<file path="src/rtl/bram_fifo_pkg.sv">
// Shared sizing for the BRAM-backed stream FIFO: address/data widths,
// depth, output-buffer size and the occupancy type.
package bram_fifo_pkg;

    localparam int FIFO_AW    = 12;
    localparam int FIFO_DW    = 4;
    localparam int FIFO_DEPTH = 1 << FIFO_AW;
    localparam int FIFO_OBUF  = 2;

    // Occupancy can reach DEPTH + OBUF, hence two bits beyond the address.
    typedef logic [FIFO_AW+1:0] level_t;

endpackage

</file>
<file path="src/rtl/bram_fifo_obuf.sv">
// Two-entry output buffer fed by BRAM read data; entry 0 is always the head,
// so the presented word only changes on a pop.
module bram_fifo_obuf
    import bram_fifo_pkg::*;
#(
    parameter int DW = FIFO_DW
) (
    input  logic          clk_i,
    input  logic          rst_ni,
    input  logic          clr_i,
    input  logic          push_i,
    input  logic [DW-1:0] din_i,
    input  logic          pop_i,
    output logic [DW-1:0] dout_o,
    output logic          valid_o,
    output logic [1:0]    cnt_o
);

    logic [DW-1:0] e0_q, e0_d, e1_q, e1_d;
    logic [1:0]    cnt_q, cnt_d;

    always_comb begin
        e0_d  = e0_q;
        e1_d  = e1_q;
        cnt_d = cnt_q;
        if (clr_i) begin
            e0_d  = '0;
            e1_d  = '0;
            cnt_d = 2'd0;
        end else begin
            case ({push_i, pop_i})
                2'b10: begin
                    if (cnt_q == 2'd0) e0_d = din_i;
                    else               e1_d = din_i;
                    cnt_d = cnt_q + 2'd1;
                end
                2'b01: begin
                    e0_d  = e1_q;
                    cnt_d = cnt_q - 2'd1;
                end
                2'b11: begin
                    // Count is unchanged; the new word lands behind whatever remains.
                    if (cnt_q == 2'd2) begin
                        e0_d = e1_q;
                        e1_d = din_i;
                    end else begin
                        e0_d = din_i;
                    end
                end
                default: ;
            endcase
        end
    end

    always_ff @(posedge clk_i or negedge rst_ni) begin
        if (!rst_ni) begin
            e0_q  <= '0;
            e1_q  <= '0;
            cnt_q <= 2'd0;
        end else begin
            e0_q  <= e0_d;
            e1_q  <= e1_d;
            cnt_q <= cnt_d;
        end
    end

    assign dout_o  = e0_q;
    assign valid_o = (cnt_q != 2'd0);
    assign cnt_o   = cnt_q;

endmodule

</file>
<file path="src/rtl/bram_stream_fifo_ctrl.sv">
// Stream FIFO controller for an external dual-port BRAM: writes on port 0,
// prefetching reads on port 1 into a 2-entry buffer for 1 word/cycle output.
module bram_stream_fifo_ctrl
    import bram_fifo_pkg::*;
#(
    parameter int AW = FIFO_AW,
    parameter int DW = FIFO_DW
) (
    input  logic          CLK,
    input  logic          RSTN,
    input  logic          CLR,
    input  logic          IN_VALID,
    output logic          IN_READY,
    input  logic [DW-1:0] IN_DATA,
    output logic          OUT_VALID,
    input  logic          OUT_READY,
    output logic [DW-1:0] OUT_DATA,
    output logic [AW+1:0] LEVEL,
    output logic [AW-1:0] A0,
    output logic [DW-1:0] D0,
    output logic          WE0,
    output logic          CE0,
    output logic [DW-1:0] WEM0,
    output logic [AW-1:0] A1,
    output logic          CE1,
    output logic          WE1,
    output logic [DW-1:0] D1,
    output logic [DW-1:0] WEM1,
    input  logic [DW-1:0] Q1
);

    localparam logic [AW:0] DEPTH_CNT  = (AW+1)'(1 << AW);
    localparam logic [2:0]  OBUF_SLOTS = 3'(FIFO_OBUF);

    logic [AW-1:0] wr_ptr_q, wr_ptr_d, rd_ptr_q, rd_ptr_d;
    logic [AW:0]   mem_cnt_q, mem_cnt_d;
    logic          inflight_q, inflight_d;
    logic [AW+1:0] level_q, level_d;
    logic [1:0]    obuf_cnt, obuf_cnt_d;
    logic [2:0]    reserved;
    logic          wr_fire, rd_issue, capture, pop;

    always_comb begin
        IN_READY = RSTN && (mem_cnt_q != DEPTH_CNT) && !CLR;
        wr_fire  = IN_VALID && IN_READY;
        pop      = OUT_VALID && OUT_READY;
        capture  = inflight_q && !CLR;
        // Only issue a read if its word is guaranteed a buffer slot on arrival.
        reserved = {1'b0, obuf_cnt} + {2'b00, inflight_q};
        rd_issue = RSTN && (mem_cnt_q != '0) && !CLR &&
                   (reserved < OBUF_SLOTS + {2'b00, pop});

        wr_ptr_d   = wr_ptr_q;
        rd_ptr_d   = rd_ptr_q;
        mem_cnt_d  = mem_cnt_q;
        inflight_d = 1'b0;
        obuf_cnt_d = 2'd0;
        if (!CLR) begin
            wr_ptr_d   = wr_ptr_q + AW'(wr_fire);
            rd_ptr_d   = rd_ptr_q + AW'(rd_issue);
            mem_cnt_d  = mem_cnt_q + (AW+1)'(wr_fire) - (AW+1)'(rd_issue);
            inflight_d = rd_issue;
            obuf_cnt_d = obuf_cnt + 2'(capture) - 2'(pop);
        end else begin
            wr_ptr_d  = '0;
            rd_ptr_d  = '0;
            mem_cnt_d = '0;
        end
        level_d = (AW+2)'(mem_cnt_d) + (AW+2)'(inflight_d) + (AW+2)'(obuf_cnt_d);
    end

    always_ff @(posedge CLK or negedge RSTN) begin
        if (!RSTN) begin
            wr_ptr_q   <= '0;
            rd_ptr_q   <= '0;
            mem_cnt_q  <= '0;
            inflight_q <= 1'b0;
            level_q    <= '0;
        end else begin
            wr_ptr_q   <= wr_ptr_d;
            rd_ptr_q   <= rd_ptr_d;
            mem_cnt_q  <= mem_cnt_d;
            inflight_q <= inflight_d;
            level_q    <= level_d;
        end
    end

    bram_fifo_obuf #(.DW(DW)) u_obuf (
        .clk_i   (CLK),
        .rst_ni  (RSTN),
        .clr_i   (CLR),
        .push_i  (capture),
        .din_i   (Q1),
        .pop_i   (pop),
        .dout_o  (OUT_DATA),
        .valid_o (OUT_VALID),
        .cnt_o   (obuf_cnt)
    );

    assign A0    = wr_ptr_q;
    assign D0    = IN_DATA;
    assign WE0   = wr_fire;
    assign CE0   = wr_fire;
    assign WEM0  = '1;
    assign A1    = rd_ptr_q;
    assign CE1   = rd_issue;
    assign WE1   = 1'b0;
    assign D1    = '0;
    assign WEM1  = '0;
    assign LEVEL = level_q;

endmodule

</file>
<file path="config.mk">
export PLATFORM = sky130hd
export DESIGN_NAME = bram_stream_fifo_ctrl
export DESIGN_NICKNAME = d
export VERILOG_FILES = /design/src/rtl/bram_fifo_pkg.sv /design/src/rtl/bram_fifo_obuf.sv /design/src/rtl/bram_stream_fifo_ctrl.sv
export SDC_FILE = /design/constraint.sdc
export NUM_CORES = 1
export LEC_CHECK = 0
export BUFFER_PORTS_ARGS = -buffer_cell sky130_fd_sc_hd__buf_2
export CAP_MARGIN = 40
export CORE_MARGIN = 5
export CORE_UTILIZATION = 30
export DETAILED_ROUTE_END_ITERATION = 8
export SLEW_MARGIN = 20
export SYNTH_ARGS = -nofsm -noshare
export SYNTH_HDL_FRONTEND = slang
export SYNTH_SLANG_ARGS = --single-unit
</file>
<file path="constraint.sdc">
create_clock -name CLK -period 8.6 [get_ports CLK]
set_input_delay 0.43 -clock CLK [delete_from_list [all_inputs] [get_ports CLK]]
set_output_delay 0.43 -clock CLK [all_outputs]
set_load 0.01 [all_outputs]
</file>
==> results of run 1 <==
-- critical path, stage by stage, from the launching register on --
cell	delay (ns)
sky130_fd_sc_hd__dfrtp_1	0.46
sky130_fd_sc_hd__or2_2	0.35
sky130_fd_sc_hd__and2_1	0.22
sky130_fd_sc_hd__inv_1	0.17
sky130_fd_sc_hd__o21ai_0	0.11
sky130_fd_sc_hd__o41ai_1	0.09
sky130_fd_sc_hd__nor3_1	0.14
sky130_fd_sc_hd__ha_1	0.30
sky130_fd_sc_hd__inv_1	0.04
sky130_fd_sc_hd__ha_1	0.22
sky130_fd_sc_hd__fa_1	0.43
sky130_fd_sc_hd__a211o_2	0.34
sky130_fd_sc_hd__a311oi_4	0.36
sky130_fd_sc_hd__xnor2_1	0.18
sky130_fd_sc_hd__and2b_1	0.21
sky130_fd_sc_hd__or4b_4	0.52
sky130_fd_sc_hd__or3_1	0.34
sky130_fd_sc_hd__nor4_2	0.15
-- layout make-up --
type | instances | share of cell area, %
clock buffers | 12 | 5.728
clock inverters | 4 | 1.006
inverters | 32 | 2.682
multi-input cells | 277 | 43.92
flip-flops and latches | 62 | 34.65
well taps | 168 | 4.694
repair buffers | 59 | 7.320
-- sequential cells by signal (all words and copies together), names as in the netlist --
signal	cells
LEVEL	14
mem_cnt_q	13
A0	12
A1	12
u_obuf.dout_o	4
u_obuf.e1_q	4
u_obuf.cnt_o	2
inflight_q	1
-- worst max-delay path by stage --
stage                     depth (start not counted)  slack, ns        end
after floorplan                                  17       4.19  LEVEL[13]
after global placement                           15       3.96  LEVEL[13]
after detailed placement                         15       3.82  LEVEL[13]
after global routing                             17       3.65  LEVEL[13]
after CTS                                        17       3.91  LEVEL[13]
final                                            17       3.90  LEVEL[13]
-- timing repair --
item	CTS	global route
setup buffers	0	0
hold buffers	0	1
endpoints found under the hold margin	0	5
-- logic make-up after synthesis --
kind of cell,share of synthesized area (%)
mux,1.730
flops,41.26
other cells,0.1997
simple gates,18.77
fa+ha+maj,11.58
xor+xnor,9.318
buf+inv,7.521
compound gates,9.617
-- synthesized netlist by cell type, drive strengths merged, types with 6 or more instances --
library cell	instances
dfrtp	62
inv	32
o21ai	9
nand3	17
ha	30
xnor2	22
nand2b	6
nand2	13
xor2	18
nor2	42
and3	6
a21oi	16
nor2b	15
buf	20
nor3	10
-- power groups by stage --
stage | combinational [mW] | sequential [mW] | clock, mW
finish | 0.801 | 0.403 | 0.361
global route | 0.905 | 0.411 | 0.386
CTS | 0.806 | 0.404 | 0.371
detailed placement | 0.801 | 0.409 | 0
global placement | 0.789 | 0.408 | 0
floorplan | 0.599 | 0.418 | 0
-- per-layer routing --
layer / GRT usage [%] / routed length [um] / up-vias
li1: - / - / 1380
met1: 14.14 / 3681 / 1347
met2: 19.06 / 3923 / 63
met3: 2.646 / 437 / 7
met4: 4.272 / 91 / 0
met5: 0 / 0 / -
==> results by group, run 1 <==
Hold path
  – Worst Hold Launch: Q1[0]
  – Hold path depth: 3
  – Min-Delay Path Class: input port to flip-flop
  – Worst hold endpoint: u_obuf.e1_q[0]

Finish
  – Design area: 4478 um2
  – Fin nets: between 400 and 500
  – Core utilization of the finished layout: 36.82%
  – Commonest cells after routing, fill and taps aside: 62 x sky130_fd_sc_hd__dfrtp_1, 55 x sky130_fd_sc_hd__buf_2, 42 x sky130_fd_sc_hd__nor2_1
  – ANT cells: 0
  – Leading cell type in the layout, fill and taps excluded: sky130_fd_sc_hd__dfrtp_1
  – Area taken by flip-flops and latches: around 1600 um2
  – Final Non-Filler Cells: ~610
  – Fraction of layout cells with a size suffix above 1: 19.28%
  – Area Overhead vs Synth: 19.10%
  – Filler cell count: approximately 1200
  – Multi-input combinational cell area: just under 2000 um2

Pwr
  – Areal power density over the cells: around 350 nW/um2
  – Tot Pwr: between 1.5 and 2 mW
  – Clock power share: ~23%
  – Part of the power in combinational logic: between 50% and 60%
  – Sw power: between 0.6 and 0.7 mW
  – Internal Power: 0.9327 mW
  – Peak ir drop on the vdd network: 91.08 uV
  – Leak Pwr: 2.263 nW
  – Portion of total power attributed to sequential cells: about a quarter
  – Switching part of the total: between 40% and 50%

Clocking
  – CTS root buf: sky130_fd_sc_hd__clkbuf_16
  – Clock input transition at the sequential cells of the worst setup and hold paths: 0.05 ns
  – Clock buffers created by TritonCTS: 9
  – Number of instances resized during post-cts repair: 0
  – Number of H-tree levels: 3
  – Insertion delay of the later-clocked pin in the worst-skew pair: 0.32 ns
  – Sink count of the clock tree: between 60 and 70
  – Buffers from clock root to sink, at most: 2
  – TritonCTS clock tree: yes

Global routing
  – Residual overflow from global routing: 0
  – Vias in the first global route: about 2800
  – Global-route wire length before repair: 13420 um
  – Number of antenna violations at the first check in global routing: 0
  – Total routing resource utilization after global routing: 11.33%
  – Maximum number of pins on one net before global-route repair: 64

Synth
  – Share of flip-flops with an asynchronous set or reset after synthesis: 100.0%
  – Biggest area contributors in the synthesized netlist: sky130_fd_sc_hd__dfrtp_1 41%, sky130_fd_sc_hd__ha_1 10%, sky130_fd_sc_hd__xnor2_1 5.1%, sky130_fd_sc_hd__nor2_1 4.2%, sky130_fd_sc_hd__xor2_1 4.2%
  – Mean cell area of the mapped netlist: approximately 9.8 um2
  – Library cell occupying the most area in the post-synthesis netlist: sky130_fd_sc_hd__dfrtp_1
  – Count of synthesis-stage warnings from yosys: 0
  – Sequential element share of the synthesized area: roughly two fifths
  – Synth Register Bits: 62
  – Synthesized netlist cell count: 385
  – Number of enable-type register cells in the synthesized netlist: 0
  – Most used flip-flop cell after synthesis: sky130_fd_sc_hd__dfrtp_1
  – Synthesized area: 3760 um2
  – Share of Yosys cell area claimed by the top area cell type: between 40 and 50%
  – Count of distinct cell types in the synthesized netlist: 52

STA
  – Count of final setup violators: 0
  – Worst path setup slack after routing: slightly below 4 ns
  – Setup repair after global routing missed its margin: false
  – Shortest period the worst path allows: between 4 and 5 ns
  – Number of max-slew violations in the final report: 0
  – Skew final: ~0.0043 ns
  – Period utilisation layout: a little over half
  – Final hold viol count: 0
  – Final Hold Slack: 0.3664 ns
  – Max transition margin: between 50% and 60%
  – Maximum operating frequency: around 0.21 GHz
  – Setup TNS: 0 ns
  – Measured slew at the worst slew-check pin: 0.6147 ns

Setup path
  – Critical path launch point: u_obuf.cnt_o[0]
  – Reg-to-reg setup timing slack: a little under 4 ns
  – Kind of start point of the critical path: flip-flop
  – Worst reg2reg path endpoint: LEVEL[13]
  – Type of element capturing the critical path: flip-flop
  – Critical Path AT: between 4 and 5 ns
  – Length in cells of the worst reg-to-reg path: 17
  – Category of the critical setup timing path: flip-flop to flip-flop
  – Highest net fanout along the worst path: 9
  – Worst endpoint required time: ~8.8 ns
  – FF-to-FF Start: u_obuf.cnt_o[0]

Floorplan
  – Die extent in x: approximately 120 um
  – FP Rows: 40
  – Core Box Area: ~12000 um2
  – Initial core utilization: a little under a third
  – Die Span Y: ~120 um
  – Top-level I/O count: 77
  – Die area: approximately 15000 um2

Route
  – Average wire length per cell after detail routing: about 13 um
  – Number of nets with antenna violations after detailed routing: 0
  – DR vias/cell: 4.555
  – Via total after detailed routing: about 2800
  – Number of DRC violations after detailed-routing iteration 0: between 150 and 200
  – DRC violation count after routing: 0
  – Pre-Repair DR Iteration Count: 4
  – Total wire length after detailed routing: a little over 8000 um

Place
  – Placed Area: between 4000 and 5000 um2
  – Placer congestion estimate: approximately 0.83
  – Cell Count Post-Placement: a little under 600
  – Worst slack after detailed placement: about 3.8 ns
  – Total half-perimeter wirelength after legalization and detailed placement: between 6000 and 7000 um
  – Buffers added on ports: 55

Status
  – Outcome: completed

Run
  – Max-cap violation count: 0
(Power assumes the default switching activity.)
==> inputs of run 2 (changes only) <==
clock period = 3.8 ns   (was 8.6 ns; I/O delays follow)
==> results by group, run 2 (synthesis gave the netlist of run 1 again) <==
Status
  – Outcome: finished with violations
  – Failing checks: setup timing

Pwr
  – Areal power density over the cells: around 800 nW/um2
  – Tot Pwr: between 4 and 5 mW
  – Leak Pwr: approximately 2.7 nW
  – Peak ir drop on the vdd network: between 300 and 400 uV

STA
  – Setup repair after global routing missed its margin: true
  – Measured slew at the worst slew-check pin: about 0.65 ns
  – Maximum operating frequency: around 0.25 GHz
  – Final hold viol count: 0
  – Shortest period the worst path allows: around 4 ns
  – Skew final: ~0.0048 ns
  – Count of final setup violators: 6
  – Worst path setup slack after routing: -0.1926 ns
  – Period utilisation layout: 105.1%
  – Max transition margin: between 50% and 60%
  – Number of max-slew violations in the final report: 0

Clocking
  – Sink count of the clock tree: just over 60
  – TritonCTS clock tree: yes
  – Clock input transition at the sequential cells of the worst setup and hold paths: approximately 0.050 ns
  – Number of H-tree levels: 3
  – Clock buffers created by TritonCTS: 9
  – CTS root buf: sky130_fd_sc_hd__clkbuf_16
  – Insertion delay of the later-clocked pin in the worst-skew pair: around 0.33 ns
  – Buffers from clock root to sink, at most: 2

Setup path
  – Kind of start point of the critical path: flip-flop
  – Critical Path AT: 4.22 ns
  – CP cell instances: inv_2 -> ha_2 -> nand4_1 -> o41ai_4 -> nor3_2 -> ha_1 -> inv_1 -> ha_2 -> fa_2 -> a211o_4 -> a311oi_4 -> xnor2_1 -> and2b_1 -> or4b_4 -> or3_4 -> nor4_2
  – Category of the critical setup timing path: flip-flop to flip-flop
  – Type of element capturing the critical path: flip-flop
  – Highest net fanout along the worst path: 4
  – Most frequent cell on the critical path: sky130_fd_sc_hd__ha_2
  – Critical path's largest stage delay: roughly 0.52 ns
  – Worst endpoint required time: just over 4 ns
  – Cell at the slowest stage of the critical path: sky130_fd_sc_hd__or4b_4

Global routing
  – Number of antenna violations at the first check in global routing: 0
  – Residual overflow from global routing: 0
  – Maximum number of pins on one net before global-route repair: between 60 and 70
  – Total routing resource utilization after global routing: 12.40%
  – Global-route wire length before repair: between 10000 and 15000 um
  – Vias in the first global route: approximately 3100

Route
  – Via total after detailed routing: between 3000 and 4000
  – Average wire length per cell after detail routing: 13.51 um
  – Number of nets with antenna violations after detailed routing: 0
  – Number of DRC violations after detailed-routing iteration 0: slightly above 200
  – DR vias/cell: about 4.6
  – Pre-Repair DR Iteration Count: 4
  – DRC violation count after routing: 0
  – Total wire length after detailed routing: approximately 9300 um

Place
  – Total half-perimeter wirelength after legalization and detailed placement: between 6000 and 7000 um
  – Buffers added on ports: between 50 and 60
  – Worst slack after detailed placement: -0.3417 ns
  – Placer congestion estimate: roughly 0.90

Finish
  – Leading cell type in the layout, fill and taps excluded: sky130_fd_sc_hd__buf_4
  – ANT cells: 0
  – Core utilization of the finished layout: ~44%
  – Number of flip-flops in the largest register: 14
  – Fin nets: roughly 560
  – Area Overhead vs Synth: 42.03%
  – Commonest cells after routing, fill and taps aside: 66 x sky130_fd_sc_hd__buf_4, 60 x sky130_fd_sc_hd__dfrtp_1, 55 x sky130_fd_sc_hd__buf_2
  – Fraction of layout cells with a size suffix above 1: about two fifths

Floorplan
  – Die Span Y: around 120 um
  – Core Box Area: between 10000 and 15000 um2
  – Die area: around 15000 um2
  – Top-level I/O count: 77
  – FP Rows: 40
  – Die extent in x: between 100 and 150 um
  – Initial core utilization: a little under a third

Run
  – Max-cap violation count: 0

Hold path
  – Min-Delay Path Class: input port to flip-flop
==> run 2: what timing repair did <==
item                                    in CTS  in global routing
endpoints found under the hold margin        0                 13
pin swaps                                   12                 13
hold buffers                                 0                  1
setup buffers                               13                 19
resized for setup                           17                 38
endpoints found under the setup margin       7                 11
==> run 2: where the power goes <==
| group | leakage [nW] | switching [mW] | internal [mW] | total [mW] |
|---|---|---|---|---|
| Clock | 0.144 | 0.296 | 0.541 | 0.837 |
| Combinational | 1.70 | 1.39 | 1.25 | 2.64 |
| Sequential | 0.828 | 0.0833 | 0.826 | 0.909 |
| Total | 2.68 | 1.77 | 2.61 | 4.39 |
==> run 2: critical path: cells and delay by family (launching register included) <==
kind,cells,cell delay (ns)
AOI/OAI and AO/OA,3,0.86
xor gates and xnor gates,1,0.18
adders and majority gates,4,0.97
buffers and inverters,2,0.11
DFF,1,0.39
and+or+nand+nor,6,1.40
==> run 2: area by class of cell <==
cell class	count	area [um2]
fill	1137	6822
inverter	32	122.6
multi-input combinational	277	2256
sequential	62	1554
clock inverter	5	57.56
clock buffer	11	252.7
tap	168	210.2
timing repair buffer	130	887.1
==> run 2: metal layers <==
layer  routed length (um)  GRT usage, %  vias to the layer above
li1                     -             -                     1516
met2                 4626         21.17                       80
met3                  423         2.832                       18
met1                 3971         14.95                     1535
met4                  235         5.392                        0
met5                    0             0                        -
==> run 2: path summary, 6_finish.rpt <==
kind | endpoint | start | cells past startpoint | slack, ns
worst max-delay path | LEVEL[13] | mem_cnt_q[9] | 16 | -0.19
worst min-delay path | u_obuf.e1_q[0] | Q1[0] | 3 | 0.13
worst max register to register | LEVEL[13] | mem_cnt_q[9] | 16 | -0.19
worst min register to register | A1[11] | A1[11] | 2 | 0.53
max in group asynchronous | A0[4] | RSTN | 4 | 2.90
min in group asynchronous | u_obuf.e1_q[2] | RSTN | 3 | 0.40
==> run 2: through the flow <==
stage / setup TNS [ns] / instances / instance area [um2] / hold slack, ns
after global placement: -1.119 / 641 / 4548 / 0.3801
after detailed placement: -1.461 / 641 / 4548 / 0.3801
after floorplan: -0.6435 / 396 / 3872 / -0.1056
after CTS: -0.5160 / 670 / 5015 / 0.1190
after global routing: -2.163 / 685 / 5340 / 0.1673
final: -0.5962 / 685 / 5340 / 0.1308
==> inputs of run 3 (changes only) <==
ABC_CLOCK_PERIOD_IN_PS = 3800   (was not set)
RECOVER_POWER = 25   (was not set)
==> results by group, run 3 (synthesis gave the netlist of run 1 again) <==
Status
  – Outcome: finished with violations
  – Failing checks: setup timing

Place
  – Buffers added on ports: 55
  – Total half-perimeter wirelength after legalization and detailed placement: about 6500 um
  – Worst slack after detailed placement: -0.3417 ns
  – Placer congestion estimate: around 0.9

STA
  – Worst path setup slack after routing: -0.1897 ns
  – Max transition margin: between 10% and 20%
  – Setup repair after global routing missed its margin: true
  – Number of max-slew violations in the final report: 0
  – Period utilisation layout: 105.0%
  – Final hold viol count: 0
  – Final Hold Slack: 0.1296 ns
  – Measured slew at the worst slew-check pin: roughly 1.2 ns
  – Count of final setup violators: 6
  – Skew final: a little under 0.005 ns
  – Shortest period the worst path allows: 3.990 ns
  – Maximum operating frequency: around 0.25 GHz
  – Setup TNS: -0.5820 ns

Setup path
  – Combined buffer and inverter count along the critical path: 2
  – Top cell family by delay on the critical path: simple AND/OR/NAND/NOR gates
  – Kind of start point of the critical path: flip-flop
  – Worst endpoint required time: 4.03 ns
  – Reg-to-reg setup timing slack: -0.19 ns
  – Type of element capturing the critical path: flip-flop
  – Worst reg2reg path endpoint: LEVEL[13]
  – Category of the critical setup timing path: flip-flop to flip-flop
  – CP cell instances: inv_2 -> ha_2 -> nand4_1 -> o41ai_4 -> nor3_2 -> ha_1 -> inv_1 -> ha_2 -> fa_2 -> a211o_4 -> a311oi_4 -> xnor2_1 -> and2b_1 -> or4b_4 -> or3_4 -> nor4_2
  – Length in cells of the worst reg-to-reg path: 16
  – Critical Path AT: 4.22 ns
  – Most frequent cell on the critical path: sky130_fd_sc_hd__ha_2
  – Critical path's largest stage delay: around 0.52 ns
  – Highest net fanout along the worst path: 4
  – FF-to-FF Start: mem_cnt_q[9]
  – Cell at the slowest stage of the critical path: sky130_fd_sc_hd__or4b_4

Floorplan
  – Initial core utilization: 30.92%
  – Core Box Area: approximately 12000 um2
  – Die area: 14870 um2
  – Top-level I/O count: 77
  – Die Span Y: 122.0 um
  – FP Rows: 40
  – Die extent in x: 122.0 um

Route
  – Number of DRC violations after detailed-routing iteration 0: approximately 180
  – DR vias/cell: 4.604
  – Average wire length per cell after detail routing: around 14 um
  – DRC violation count after routing: 0
  – Via total after detailed routing: ~3200
  – Number of nets with antenna violations after detailed routing: 0
  – Pre-Repair DR Iteration Count: 4
  – Total wire length after detailed routing: roughly 9300 um

Finish
  – Fin nets: approximately 560
  – Filler cell count: approximately 1100
  – Area Overhead vs Synth: 41.30%
  – Commonest cells after routing, fill and taps aside: 65 x sky130_fd_sc_hd__buf_4, 60 x sky130_fd_sc_hd__dfrtp_1, 54 x sky130_fd_sc_hd__buf_2
  – Fraction of layout cells with a size suffix above 1: about 40%
  – Number of flip-flops in the largest register: 14
  – ANT cells: 0
  – Leading cell type in the layout, fill and taps excluded: sky130_fd_sc_hd__buf_4

Hold path
  – Worst hold endpoint: u_obuf.e1_q[0]
  – Min-Delay Path Class: input port to flip-flop
  – Worst Hold Launch: Q1[0]
  – Hold path depth: 3

Global routing
  – Number of antenna violations at the first check in global routing: 0
  – Vias in the first global route: between 3000 and 4000
  – Residual overflow from global routing: 0
  – Total routing resource utilization after global routing: about an eighth
  – Global-route wire length before repair: 14690 um
  – Maximum number of pins on one net before global-route repair: between 60 and 70

Clocking
  – TritonCTS clock tree: yes
  – CTS root buf: sky130_fd_sc_hd__clkbuf_16
  – Clock input transition at the sequential cells of the worst setup and hold paths: about 0.05 ns
  – Insertion delay of the later-clocked pin in the worst-skew pair: roughly 0.33 ns
  – Sink count of the clock tree: 62
  – Number of H-tree levels: 3
  – Buffers from clock root to sink, at most: 2
  – Clock buffers created by TritonCTS: 9

Pwr
  – Areal power density over the cells: 826.0 nW/um2
  – Peak ir drop on the vdd network: around 300 uV
  – Leak Pwr: roughly 2.7 nW

Run
  – Max-cap violation count: 0
run 3: cell count changes in the layout (fill, tap and decap cells not counted):
cell,previous run,this run
sky130_fd_sc_hd__buf_16,1,0
sky130_fd_sc_hd__clkbuf_2,0,1
sky130_fd_sc_hd__buf_2,55,54
sky130_fd_sc_hd__buf_4,66,65
sky130_fd_sc_hd__clkbuf_1,0,2
run 3: timing repair:
item,CTS,global route
setup endpoints to repair,7,11
hold endpoints to repair,0,13
resized for setup,17,38
hold buffers,0,1
buffers inserted,13,19
pin swaps,12,13
run 3: report_power, final:
part / internal [mW] / leakage (nW) / switching (mW) / total [mW]
clock network: 0.541 / 0.144 / 0.298 / 0.840
registers: 0.826 / 0.828 / 0.0834 / 0.910
logic: 1.24 / 1.69 / 1.40 / 2.64
total: 2.61 / 2.66 / 1.78 / 4.39
run 3: area by class of cell:
| type | count | area [um2] | share of cell area, % |
|---|---|---|---|
| tap | 168 | 210.2 | 3.957 |
| multi-input combinational | 277 | 2256 | 42.46 |
| timing repair buffer | 130 | 859.6 | 16.18 |
| sequential | 62 | 1554 | 29.25 |
| clock buffer | 11 | 252.7 | 4.757 |
| clock inverter | 5 | 57.56 | 1.083 |
| inverter | 32 | 122.6 | 2.308 |
run 3: per-layer routing:
metal,vias to the layer above,GRT usage (%),routed length [um]
li1,1516,-,-
met1,1537,14.95,3959
met2,81,21.17,4655
met3,20,2.832,433
met4,0,5.392,239
met5,-,0,0
run 3: worst max-delay path by stage:
stage                     from         to  slack (ns)  depth (start not counted)
6_report          mem_cnt_q[9]  LEVEL[13]       -0.19                         16
2_1_floorplan  u_obuf.cnt_o[0]  LEVEL[13]       -0.29                         19
3_5_place_dp     mem_cnt_q[10]  LEVEL[11]       -0.34                         19
4_1_cts           mem_cnt_q[6]  LEVEL[13]       -0.17                         16
5_1_grt           mem_cnt_q[9]  LEVEL[11]       -0.37                         19
3_3_place_gp     mem_cnt_q[10]  LEVEL[13]       -0.26                         18
run 3: stage by stage:
| stage | utilization [%] | power (mW) | instance area, um2 | instances |
|---|---|---|---|---|
| after floorplan | - | 2.369 | 3872 | 396 |
| after global placement | 37.40 | 3.056 | 4548 | 641 |
| after detailed placement | 37.40 | 3.098 | 4548 | 641 |
| after CTS | 41.23 | 4.083 | 5015 | 670 |
| after global routing | 43.68 | 4.712 | 5313 | 685 |
| final | 43.68 | 4.388 | 5313 | 685 |
run 3: worst reg2reg max path, stage by stage, from the launching register on:
cell	delay, ns
sky130_fd_sc_hd__dfrtp_1	0.39
sky130_fd_sc_hd__inv_2	0.07
sky130_fd_sc_hd__ha_2	0.15
sky130_fd_sc_hd__nand4_1	0.16
sky130_fd_sc_hd__o41ai_4	0.28
sky130_fd_sc_hd__nor3_2	0.08
sky130_fd_sc_hd__ha_1	0.28
sky130_fd_sc_hd__inv_1	0.04
sky130_fd_sc_hd__ha_2	0.19
sky130_fd_sc_hd__fa_2	0.35
sky130_fd_sc_hd__a211o_4	0.34
sky130_fd_sc_hd__a311oi_4	0.24
sky130_fd_sc_hd__xnor2_1	0.18
sky130_fd_sc_hd__and2b_1	0.16
sky130_fd_sc_hd__or4b_4	0.52
sky130_fd_sc_hd__or3_4	0.35
sky130_fd_sc_hd__nor4_2	0.13
